## src/rtl/mux_scan_ctrl.sv

```systemverilog
// Round-robin sequencer for an 8:1 channel mux.
// Selects, dwells, captures and hands off samples over valid/ready.
module mux_scan_ctrl #(
    parameter int DWELL = 4,
    parameter int W     = 4
) (
    input  logic         clk,
    input  logic         rst,
    input  logic         EN,
    input  logic [7:0]   MASK,
    input  logic [W-1:0] D,
    input  logic         READY,
    output logic [2:0]   S,
    output logic [W-1:0] Q,
    output logic [2:0]   QCH,
    output logic         VALID,
    output logic         FRAME
);

    typedef enum logic [1:0] {
        ST_IDLE,
        ST_DWELL,
        ST_OUT
    } state_t;

    state_t     state;
    logic [3:0] cnt;

    logic [2:0] lowest;
    logic [2:0] above;
    logic       found_above;
    logic [2:0] next_ch;
    logic       wrap;

    // Lowest enabled channel overall and lowest enabled channel above S.
    always_comb begin
        lowest      = 3'd0;
        above       = 3'd0;
        found_above = 1'b0;
        for (int i = 7; i >= 0; i--) begin
            if (MASK[i]) begin
                lowest = i[2:0];
                if (i[2:0] > S) begin
                    above       = i[2:0];
                    found_above = 1'b1;
                end
            end
        end
        next_ch = found_above ? above : lowest;
        wrap    = (MASK != 8'd0) && !found_above;
    end

    // Frame marks the handshake that closes a scan pass.
    assign FRAME = (state == ST_OUT) && READY && wrap;

    // Scan state machine: select, dwell, capture, hand off.
    always_ff @(posedge clk or posedge rst) begin
        if (rst) begin
            state <= ST_IDLE;
            cnt   <= 4'd0;
            S     <= 3'd0;
            Q     <= '0;
            QCH   <= 3'd0;
            VALID <= 1'b0;
        end else begin
            unique case (state)
                ST_IDLE: begin
                    if (EN && (MASK != 8'd0)) begin
                        S     <= lowest;
                        cnt   <= 4'd0;
                        state <= ST_DWELL;
                    end
                end
                ST_DWELL: begin
                    if (!EN) begin
                        state <= ST_IDLE;
                    end else if (cnt == 4'(DWELL - 1)) begin
                        Q     <= D;
                        QCH   <= S;
                        VALID <= 1'b1;
                        state <= ST_OUT;
                    end else begin
                        cnt <= cnt + 4'd1;
                    end
                end
                ST_OUT: begin
                    if (READY) begin
                        VALID <= 1'b0;
                        if (!EN || (MASK == 8'd0)) begin
                            state <= ST_IDLE;
                        end else begin
                            S     <= next_ch;
                            cnt   <= 4'd0;
                            state <= ST_DWELL;
                        end
                    end
                end
                default: state <= ST_IDLE;
            endcase
        end
    end

endmodule

```

## config.mk

```make
export PLATFORM = sky130hd
export DESIGN_NAME = mux_scan_ctrl
export DESIGN_NICKNAME = d
export VERILOG_FILES = /design/src/rtl/mux_scan_ctrl.sv
export SDC_FILE = /design/constraint.sdc
export NUM_CORES = 1
export LEC_CHECK = 0
export BUFFER_PORTS_ARGS = -buffer_cell sky130_fd_sc_hd__buf_2
export CORE_AREA = 2 2 51 53
export CTS_CLUSTER_DIAMETER = 50
export DETAILED_ROUTE_END_ITERATION = 8
export DIE_AREA = 0 0 53 55
export GPL_TIMING_DRIVEN = 0
export PLACE_DENSITY = 0.82
export REMOVE_ABC_BUFFERS = 1
export SLEW_MARGIN = 20
export SYNTH_ARGS = -nofsm -noshare
export SYNTH_HDL_FRONTEND = slang
export SYNTH_SLANG_ARGS = --single-unit
```

## constraint.sdc

```tcl
create_clock -name clk -period 1.5 [get_ports clk]
set_input_delay 0.075 -clock clk [delete_from_list [all_inputs] [get_ports clk]]
set_output_delay 0.075 -clock clk [all_outputs]
set_load 0.02 [all_outputs]
```

==> results of run 1 <==
-- cell usage after synthesis, types with 2 or more instances --
cell type | number | share of area (%)
nor3_1 | 2 | 0.98
nand3_1 | 3 | 1.5
o21ai_0 | 6 | 2.9
xor2_1 | 2 | 1.7
and3b_1 | 2 | 1.7
mux2_2 | 7 | 7.7
a31oi_1 | 2 | 1.2
nor2b_1 | 6 | 3.7
nor3b_1 | 2 | 1.5
nor2_1 | 11 | 4.0
nand2b_1 | 3 | 1.8
o31ai_1 | 2 | 1.5
o21a_1 | 2 | 1.5
a21oi_1 | 4 | 2.0
o211ai_1 | 2 | 1.5
dfrtp_1 | 17 | 42
clkbuf_1 | 4 | 1.5
nand4_1 | 2 | 1.2
nand2_1 | 10 | 3.7
inv_1 | 6 | 2.2
-- metrics by stage --
step	TNS, ns	instance area, µm²
floorplan	-0.382	1010
global placement	-0.553	1180
detailed placement	-1.39	1180
CTS	-0.106	1360
global route	-0.855	1430
finish	-0.257	1430
-- power groups by stage --
stage | sequential [mW] | combinational (mW) | clock, mW
floorplan | 0.850 | 0.363 | 0
global placement | 0.745 | 0.658 | 0
detailed placement | 0.766 | 0.690 | 0
CTS | 0.725 | 0.879 | 0.245
global route | 0.743 | 1.08 | 0.283
finish | 0.722 | 0.996 | 0.243
-- sequential cells by signal, summed over array words and instances, names as in the netlist --
register / flops
Q: 4
cnt: 4
QCH: 3
S: 3
state: 2
VALID: 1
-- layer usage --
layer  track usage [%]  vias to the layer above  routed length [µm]
li1                  -                      478                   -
met1              23.9                      497                1150
met2              39.6                       41                1470
met3              1.61                        2                 150
met4              11.5                        0                  27
met5                 0                        -                   0
-- cell usage in the layout, fill, tap and decap left out, types with 2 or more instances in the layout --
| cell | netlist | layout |
|---|---|---|
| buf_2 | 0 | 26 |
| buf_4 | 0 | 14 |
| dfrtp_1 | 17 | 13 |
| nor2_1 | 11 | 10 |
| nand2_1 | 10 | 9 |
| inv_1 | 6 | 6 |
| o21ai_0 | 6 | 5 |
| mux2_2 | 7 | 5 |
| dfrtp_2 | 0 | 4 |
| nor2b_1 | 6 | 4 |
| a21oi_1 | 4 | 4 |
| nand3_1 | 3 | 3 |
| clkbuf_4 | 0 | 3 |
| o21a_1 | 2 | 2 |
| nand4_1 | 2 | 2 |
| nor2b_4 | 0 | 2 |
| nor4b_4 | 1 | 2 |
| o211ai_1 | 2 | 2 |
| a31oi_1 | 2 | 2 |
| xor2_1 | 2 | 2 |
| nand2b_1 | 3 | 2 |
| mux2_4 | 0 | 2 |
| dlygate4sd3_1 | 0 | 2 |
-- worst max-delay path: cells and delay by family (launching register included) --
family	cells	cell delay [ns]
buffers and inverters	1	0.16
DFF	1	0.47
and+or+nand+nor	3	0.62
-- repair_timing --
item                                   CTS  global route
hold buffers                             2             0
setup endpoints to repair               13             7
endpoints found under the hold margin   18             0
pin swaps                                6             3
buffers inserted                         9             4
resized for setup                       15            12
-- cell type report --
class,count,area [µm²],share of cell area [%]
multi-input cells,84,659,46.1
flip-flops and latches,17,430,30.1
repair buffers,42,255,17.8
well taps,30,37.5,2.62
clock buffers,4,26.3,1.84
inverters,6,22.5,1.57
-- worst max path at each step --
stage / from / to / slack [ns] / cells after the start
finish: S[1] / FRAME / -0.11 / 4
detailed placement: cnt[0] / Q[1] / -0.18 / 4
CTS: S[1] / FRAME / -0.1 / 5
global placement: MASK[3] / cnt[0] / -0.08 / 6
floorplan: S[1] / FRAME / -0.28 / 3
global route: S[1] / FRAME / -0.19 / 4
-- kinds of logic (layout without fill, tap and decap cells) --
| family | Yosys count | in the layout | share of synthesized area (%) |
|---|---|---|---|
| simple gates | 49 | 49 | 27.9 |
| compound gates | 25 | 25 | 16.2 |
| flops | 17 | 17 | 41.6 |
| buf+inv | 10 | 52 | 3.67 |
| mux | 7 | 7 | 7.71 |
| xor+xnor | 2 | 2 | 1.71 |
| fa+ha+maj | 1 | 1 | 1.22 |
==> summary.txt, run 1 <==
Setup path
  – Reg2reg end: S[0]
  – Critical path class: flop to primary output
  – R2R depth: 6
  – CP cell instances: or3b_4, nand4_1, nor4b_4, buf_4
  – CP max stage cell: dfrtp_2
  – R2R setup slack: -0.08 ns
  – Crit-path max cell delay: 0.47 ns
  – Reg-to-reg startpoint: S[1]
  – CP Capture Type: primary output
  – CP Data Required Time: 1.42 ns
  – Crit path max fanout: 5
  – Critical Path Source Type: flop
  – Arr. time, crit path: 1.53 ns

GRT
  – Vias in the first global route: 958
  – Global-route wire length before repair: 4380 µm
  – Gr usage total: 21.1%
  – Largest net degree at the start of global routing: 18
  – Initial antenna violation count: 0
  – Gr ovfl total: 0

Timing
  – Final setup skew: 0.00173 ns
  – Tmin final: 1.61 ns
  – # setup viols final: 4
  – Final WS setup: -0.107 ns
  – Final period util: 107%
  – Slew @ Worst Pin: 0.653 ns
  – Rel. slew slack: 56.4%
  – Pins over their slew limit: 0
  – WHS: 0.0213 ns
  – Achievable frequency: 0.622 GHz
  – Hold Fails Final Rpt: 0
  – RSZ-0062 raised after global routing: true

Finish
  – Layout cell share with drive strength beyond 1: 46.4%
  – Post-Layout Cell Count: 183
  – Layout area overhead: 40.0%
  – # fillers: 200
  – Layout Nets: 171
  – Antenna fix cells: 0
  – Final Util: 60.5%

Route
  – Total number of vias: 1018
  – Residual DRC: 0
  – DRT antenna net count: 0
  – Vias per inst: 5.56
  – Drt first pass iters: 4
  – DRT iter0 DRCs: 26
  – Routed len/inst: 15.3 µm
  – Routed Wire Length: 2790 µm

Worst hold path
  – Hold Path End: Q[2]
  – Hold path cells: 2
  – Worst hold start: D[2]
  – Type of the worst min-delay path: input port to flop

Clock tree
  – H-tree levels: 1
  – CTS buffer count: 3
  – Clock Sinks: 17
  – Clock root buffer: clkbuf_4
  – Reg clk slew, reported paths: 0.10 ns
  – CTS tree: done
  – Worst skew pair latency: 0.28 ns
  – Clock Tree Buf Depth: 2

Synth
  – Netlist cell types: 36
  – Dominant synthesized flop cell: dfrtp_1
  – Register area share after synthesis: 41.6%
  – Mean Syn Cell Area: 9.21 µm²
  – Number of flops mapped to enable cells by yosys: 0
  – Synthesized area: 0.00102 mm²
  – Yosys reg bits: 17
  – Yosys warns: 0
  – Ys async rst share: 100%
  – Mapped Cells: 111

Place
  – Placed Cells: 164
  – Port Buf Inserts: 27
  – HPWL Detailed: 1820 µm
  – Setup WS pre-CTS: -0.176 ns
  – Final GP Congestion: 0.939

Status
  – Violated checks: setup timing
  – Status: finished, violations left

Die
  – Initial Util: 43.2%
  – Die area: 0.00292 mm²
  – Die width: 53 µm
  – I/O Pins: 28
  – Core ar.: 0.00236 mm²
  – Row cnt: 18
  – Die height: 55 µm

Power
  – Psw: 0.776 mW
  – Sw Ratio: 39.6%
  – Comb power frac: 50.8%
  – Design internal power: 1.18 mW
  – Worst VDD drop: 712 µV
  – Pleak: 0.684 nW
  – Total power: 1.96 mW
  – Power Density: 1370 mW/mm²
  – Sequential power share: 36.8%
  – Clk pwr share: 12.4%

Job
  – Max Cap Violations: 0
(Power assumes the default switching activity.)
==> run 2, diff against run 1 <==
Settings changed: BUFFER_PORTS_ARGS -buffer_cell sky130_fd_sc_hd__buf_2 to -buffer_cell sky130_fd_sc_hd__buf_4.
==> run 2 against run 1 <==
  * The run still ends with setup timing left
  * Largest cell class unchanged
  * Cell count grew 4.4%
  * First-iteration DRC count increased by 12%
  * Clock power barely moved
  * Critical path depth is 1 higher
  * Worst setup slack worse by 0.11 ns
  * Global-route usage is 0.055 points lower
  * Die area is the same
  * Maximum frequency is 6.6% lower
  * Combinational power is 15% higher
==> summary.txt, run 2 (synthesis gave the netlist of run 1 again) <==
Clock tree
  – CTS buffer count: 3
  – Clock root buffer: clkbuf_4
  – CTS tree: done
  – H-tree levels: 1
  – Reg clk slew, reported paths: 0.10 ns
  – Worst skew pair latency: 0.29 ns
  – Clock Tree Buf Depth: 2
  – Clock Sinks: 17

Setup path
  – Arr. time, crit path: 1.65 ns
  – Critical path class: flop to primary output
  – Critical Path Source Type: flop
  – CP Data Required Time: 1.42 ns
  – Crit path max fanout: 5
  – CP Capture Type: primary output

Finish
  – Commonest non-fill, non-tap cells in the layout: buf_4 (46), dfrtp_1 (13), nor2_1 (10), nand2_1 (9), inv_1 (6)
  – Biggest regs: Q (4), cnt (4)
  – # fillers: 192
  – Antenna fix cells: 0
  – Layout Nets: 179
  – Final Util: 66.1%
  – Commonest non-fill, non-tap cell in the layout: buf_4
  – Layout area overhead: 53.0%
  – Layout cell share with drive strength beyond 1: 49.1%

Route
  – Vias per inst: 5.40
  – DRT iter0 DRCs: 29
  – Residual DRC: 0
  – Total number of vias: 1031
  – DRT antenna net count: 0
  – Drt first pass iters: 4
  – Routed len/inst: 15.1 µm
  – Routed Wire Length: 2880 µm

Timing
  – Tmin final: 1.72 ns
  – Rel. slew slack: 58.0%
  – RSZ-0062 raised after global routing: true
  – # setup viols final: 4
  – Hold Fails Final Rpt: 0
  – Final period util: 115%
  – Slew @ Worst Pin: 0.629 ns
  – Final setup skew: 0.00538 ns
  – Final setup TNS: -0.468 ns
  – Achievable frequency: 0.581 GHz
  – Final WS setup: -0.221 ns
  – WHS: 0.00958 ns
  – Pins over their slew limit: 0

Status
  – Status: finished, violations left
  – Violated checks: setup timing

Die
  – Die height: 55 µm
  – Row cnt: 18
  – Initial Util: 43.2%
  – Die width: 53 µm
  – Core ar.: 0.00236 mm²
  – I/O Pins: 28
  – Die area: 0.00292 mm²

GRT
  – Gr usage total: 21.1%
  – Gr ovfl total: 0
  – Initial antenna violation count: 0
  – Largest net degree at the start of global routing: 18
  – Vias in the first global route: 987
  – Global-route wire length before repair: 4350 µm

Job
  – Max Cap Violations: 0

Power
  – Pleak: 0.751 nW
  – Clk pwr share: 11.4%
  – Psw: 0.813 mW
  – Sw Ratio: 38.1%
  – Power Density: 1360 mW/mm²
  – Total power: 2.13 mW
  – Design internal power: 1.32 mW
  – Sequential power share: 34.5%
  – Worst VDD drop: 770 µV
  – Comb power frac: 54.1%

Place
  – Port Buf Inserts: 27
  – HPWL Detailed: 1880 µm
  – Final GP Congestion: 0.903
  – Setup WS pre-CTS: -0.140 ns

Worst hold path
  – Type of the worst min-delay path: input port to flop
==> run 2: metal layers <==
layer / track usage [%] / wire (µm) / vias up
li1: - / - / 501
met1: 24.4 / 1240 / 487
met4: 12.8 / 75 / 0
met3: 1.08 / 135 / 6
met2: 38.5 / 1440 / 37
met5: 0 / 0 / -
==> run 2: final cells by class <==
| type | instances | area, µm² | share of cell area [%] |
|---|---|---|---|
| timing repair buffer | 49 | 378 | 24.2 |
| multi-input combinational | 85 | 669 | 42.8 |
| sequential | 17 | 430 | 27.5 |
| clock buffer | 4 | 26.3 | 1.68 |
| inverter | 6 | 22.5 | 1.44 |
| tap | 30 | 37.5 | 2.40 |
==> run 2: worst max-delay path, stage by stage (launching register included) <==
cell and delay [ns]:
dfrtp_2 0.46, buf_4 0.16, nor3_1 0.35, nor2_2 0.08
nor4b_4 0.14, buf_4 0.16
==> run 2: stage by stage <==
| step | cells | instance area, µm² |
|---|---|---|
| floorplan | 107 | 1010 |
| global placement | 164 | 1250 |
| detailed placement | 164 | 1250 |
| CTS | 183 | 1420 |
| global route | 191 | 1560 |
| finish | 191 | 1560 |
==> run 2: what timing repair did <==
| action | CTS | global route |
|---|---|---|
| resized for setup | 13 | 17 |
| setup endpoints to repair | 13 | 11 |
| pin swaps | 7 | 8 |
| cloned | 1 | 0 |
| buffers inserted | 13 | 8 |
| hold buffers | 1 | 0 |
| hold endpoints to repair | 17 | 0 |
==> run 2: path summary, 6_finish.rpt <==
check | start | end | slack [ns] | cells past startpoint
worst max-delay path | S[2] | FRAME | -0.22 | 5
worst min-delay path | D[0] | Q[0] | 0.01 | 2
worst max register to register | S[1] | S[2] | -0.12 | 6
worst min register to register | VALID | VALID | 0.49 | 2
max in group asynchronous | rst | S[0] | 0.64 | 3
min in group asynchronous | rst | Q[0] | 0.41 | 3
==> run 2: power groups by stage <==
stage          registers (mW)  clock network [mW]  logic (mW)
2_1_floorplan           0.850                   0       0.363
3_3_place_gp            0.755                   0       0.736
3_5_place_dp            0.769                   0       0.763
4_1_cts                 0.733               0.252       0.974
5_1_grt                 0.755               0.265        1.25
6_report                0.735               0.243        1.15
==> run 3, diff against run 2 <==
Settings changed: RECOVER_POWER set to 100.
==> run 3 against run 2 <==
  * The flow still finishes with violations (setup timing)
  * Global-route usage did not move
  * First-iteration DRC count did not move
  * Utilization fell by 1.3 points
  * Non-clock buffer count did not move
  * Register-to-register slack barely moved
  * Die area did not move
  * Clock power barely moved
  * Clock skew did not move
  * Hold slack barely moved
  * Power fell by 2.8%
  * Cell count did not move
  * Combinational power fell by 5%
  * Largest power group unchanged
==> summary.txt, run 3 (synthesis gave the netlist of run 1 again) <==
Timing
  – Achievable frequency: 0.581 GHz
  – Slew @ Worst Pin: 0.630 ns
  – Hold Fails Final Rpt: 0
  – Final WS setup: -0.221 ns
  – Tmin final: 1.72 ns
  – Rel. slew slack: 58.0%
  – Pins over their slew limit: 0
  – # setup viols final: 4
  – Final setup TNS: -0.468 ns
  – RSZ-0062 raised after global routing: true
  – WHS: 0.00999 ns
  – Final setup skew: 0.00538 ns
  – Final period util: 115%

Finish
  – Layout cell share with drive strength beyond 1: 44.1%
  – Antenna fix cells: 0
  – Final Util: 64.9%
  – Design area: 0.00153 mm²
  – Layout Nets: 179
  – Post-Layout Cell Count: 191
  – Biggest regs: Q (4), cnt (4)
  – Layout area overhead: 50.1%
  – Commonest non-fill, non-tap cell in the layout: buf_4
  – # fillers: 202
  – Commonest non-fill, non-tap cells in the layout: buf_4 (37), dfrtp_1 (13), nor2_1 (10), nand2_1 (9), clkbuf_1 (9)

Setup path
  – Critical Path Source Type: flop
  – Critical path class: flop to primary output
  – R2R setup slack: -0.12 ns
  – CP Capture Type: primary output
  – CP Data Required Time: 1.42 ns
  – Crit path max fanout: 5
  – CP dominant cell by count: buf_4
  – R2R depth: 6
  – Reg-to-reg startpoint: S[1]
  – Reg2reg end: S[2]
  – CP cell instances: buf_4, nor3_1, nor2_2, nor4b_4, buf_4
  – Arr. time, crit path: 1.65 ns
  – CP max stage cell: dfrtp_2
  – Crit-path max cell delay: 0.46 ns

GRT
  – Gr ovfl total: 0
  – Vias in the first global route: 987
  – Largest net degree at the start of global routing: 18
  – Initial antenna violation count: 0
  – Gr usage total: 21.1%
  – Global-route wire length before repair: 4350 µm

Power
  – Total power: 2.07 mW
  – Worst VDD drop: 721 µV
  – Power Density: 1350 mW/mm²
  – Pleak: 0.718 nW

Die
  – Core ar.: 0.00236 mm²
  – Row cnt: 18
  – I/O Pins: 28
  – Initial Util: 43.2%
  – Die width: 53 µm
  – Die area: 0.00292 mm²
  – Die height: 55 µm

Route
  – Routed Wire Length: 2920 µm
  – Routed len/inst: 15.3 µm
  – DRT iter0 DRCs: 29
  – Drt first pass iters: 4
  – Residual DRC: 0
  – DRT antenna net count: 0
  – Vias per inst: 5.41
  – Total number of vias: 1033

Clock tree
  – H-tree levels: 1
  – Clock root buffer: clkbuf_4
  – Clock Tree Buf Depth: 2
  – Worst skew pair latency: 0.29 ns
  – Clock Sinks: 17
  – Reg clk slew, reported paths: 0.10 ns
  – CTS buffer count: 3
  – CTS tree: done

Place
  – Port Buf Inserts: 27
  – Final GP Congestion: 0.903
  – Setup WS pre-CTS: -0.140 ns
  – HPWL Detailed: 1880 µm
  – Placed Cells: 164
  – Dpl cell area: 0.00125 mm²

Worst hold path
  – Hold Path End: Q[0]
  – Type of the worst min-delay path: input port to flop
  – Hold path cells: 2
  – Worst hold start: D[0]

Status
  – Status: finished, violations left
  – Violated checks: setup timing

Job
  – Max Cap Violations: 0
-- run 3: layout make-up --
cell class              instances  area (µm²)  area share [%]
clock buffers                   4        26.3            1.71
inverters                       6        22.5            1.47
multi-input cells              85         669            43.6
flip-flops and latches         17         430            28.1
well taps                      30        37.5            2.45
repair buffers                 49         348            22.7
-- run 3: critical path, delay by kind of cell, from the launching register on --
kind,cells,cell delay [ns]
buf+inv,2,0.32
flops,1,0.46
simple gates,3,0.57
-- run 3: power by group --
group / internal, mW / total, mW / switching, mW
Sequential: 0.602 / 0.736 / 0.134
Combinational: 0.552 / 1.09 / 0.541
Clock: 0.104 / 0.243 / 0.140
-- run 3: worst max-delay path by stage --
stage / depth (start not counted) / slack (ns) / startpoint / endpoint
final: 5 / -0.22 / S[2] / FRAME
after global routing: 5 / -0.30 / S[2] / FRAME
after CTS: 5 / -0.15 / S[1] / FRAME
after detailed placement: 5 / -0.14 / S[1] / S[0]
after global placement: 5 / -0.09 / S[1] / S[0]
after floorplan: 3 / -0.28 / S[1] / FRAME
-- run 3: timing repair --
item,CTS,global route
gates resized for setup,13,17
endpoints found under the hold margin,17,0
setup endpoints to repair,13,11
cloned,1,0
setup buffers,13,8
hold buffers,1,0
pin swaps,7,8
-- run 3: metal layers --
layer	track usage, %	vias to the layer above	wire length, µm
met5	0	-	0
met2	38.5	37	1440
met4	12.8	0	75
li1	-	502	-
met1	24.4	488	1260
met3	1.08	6	136
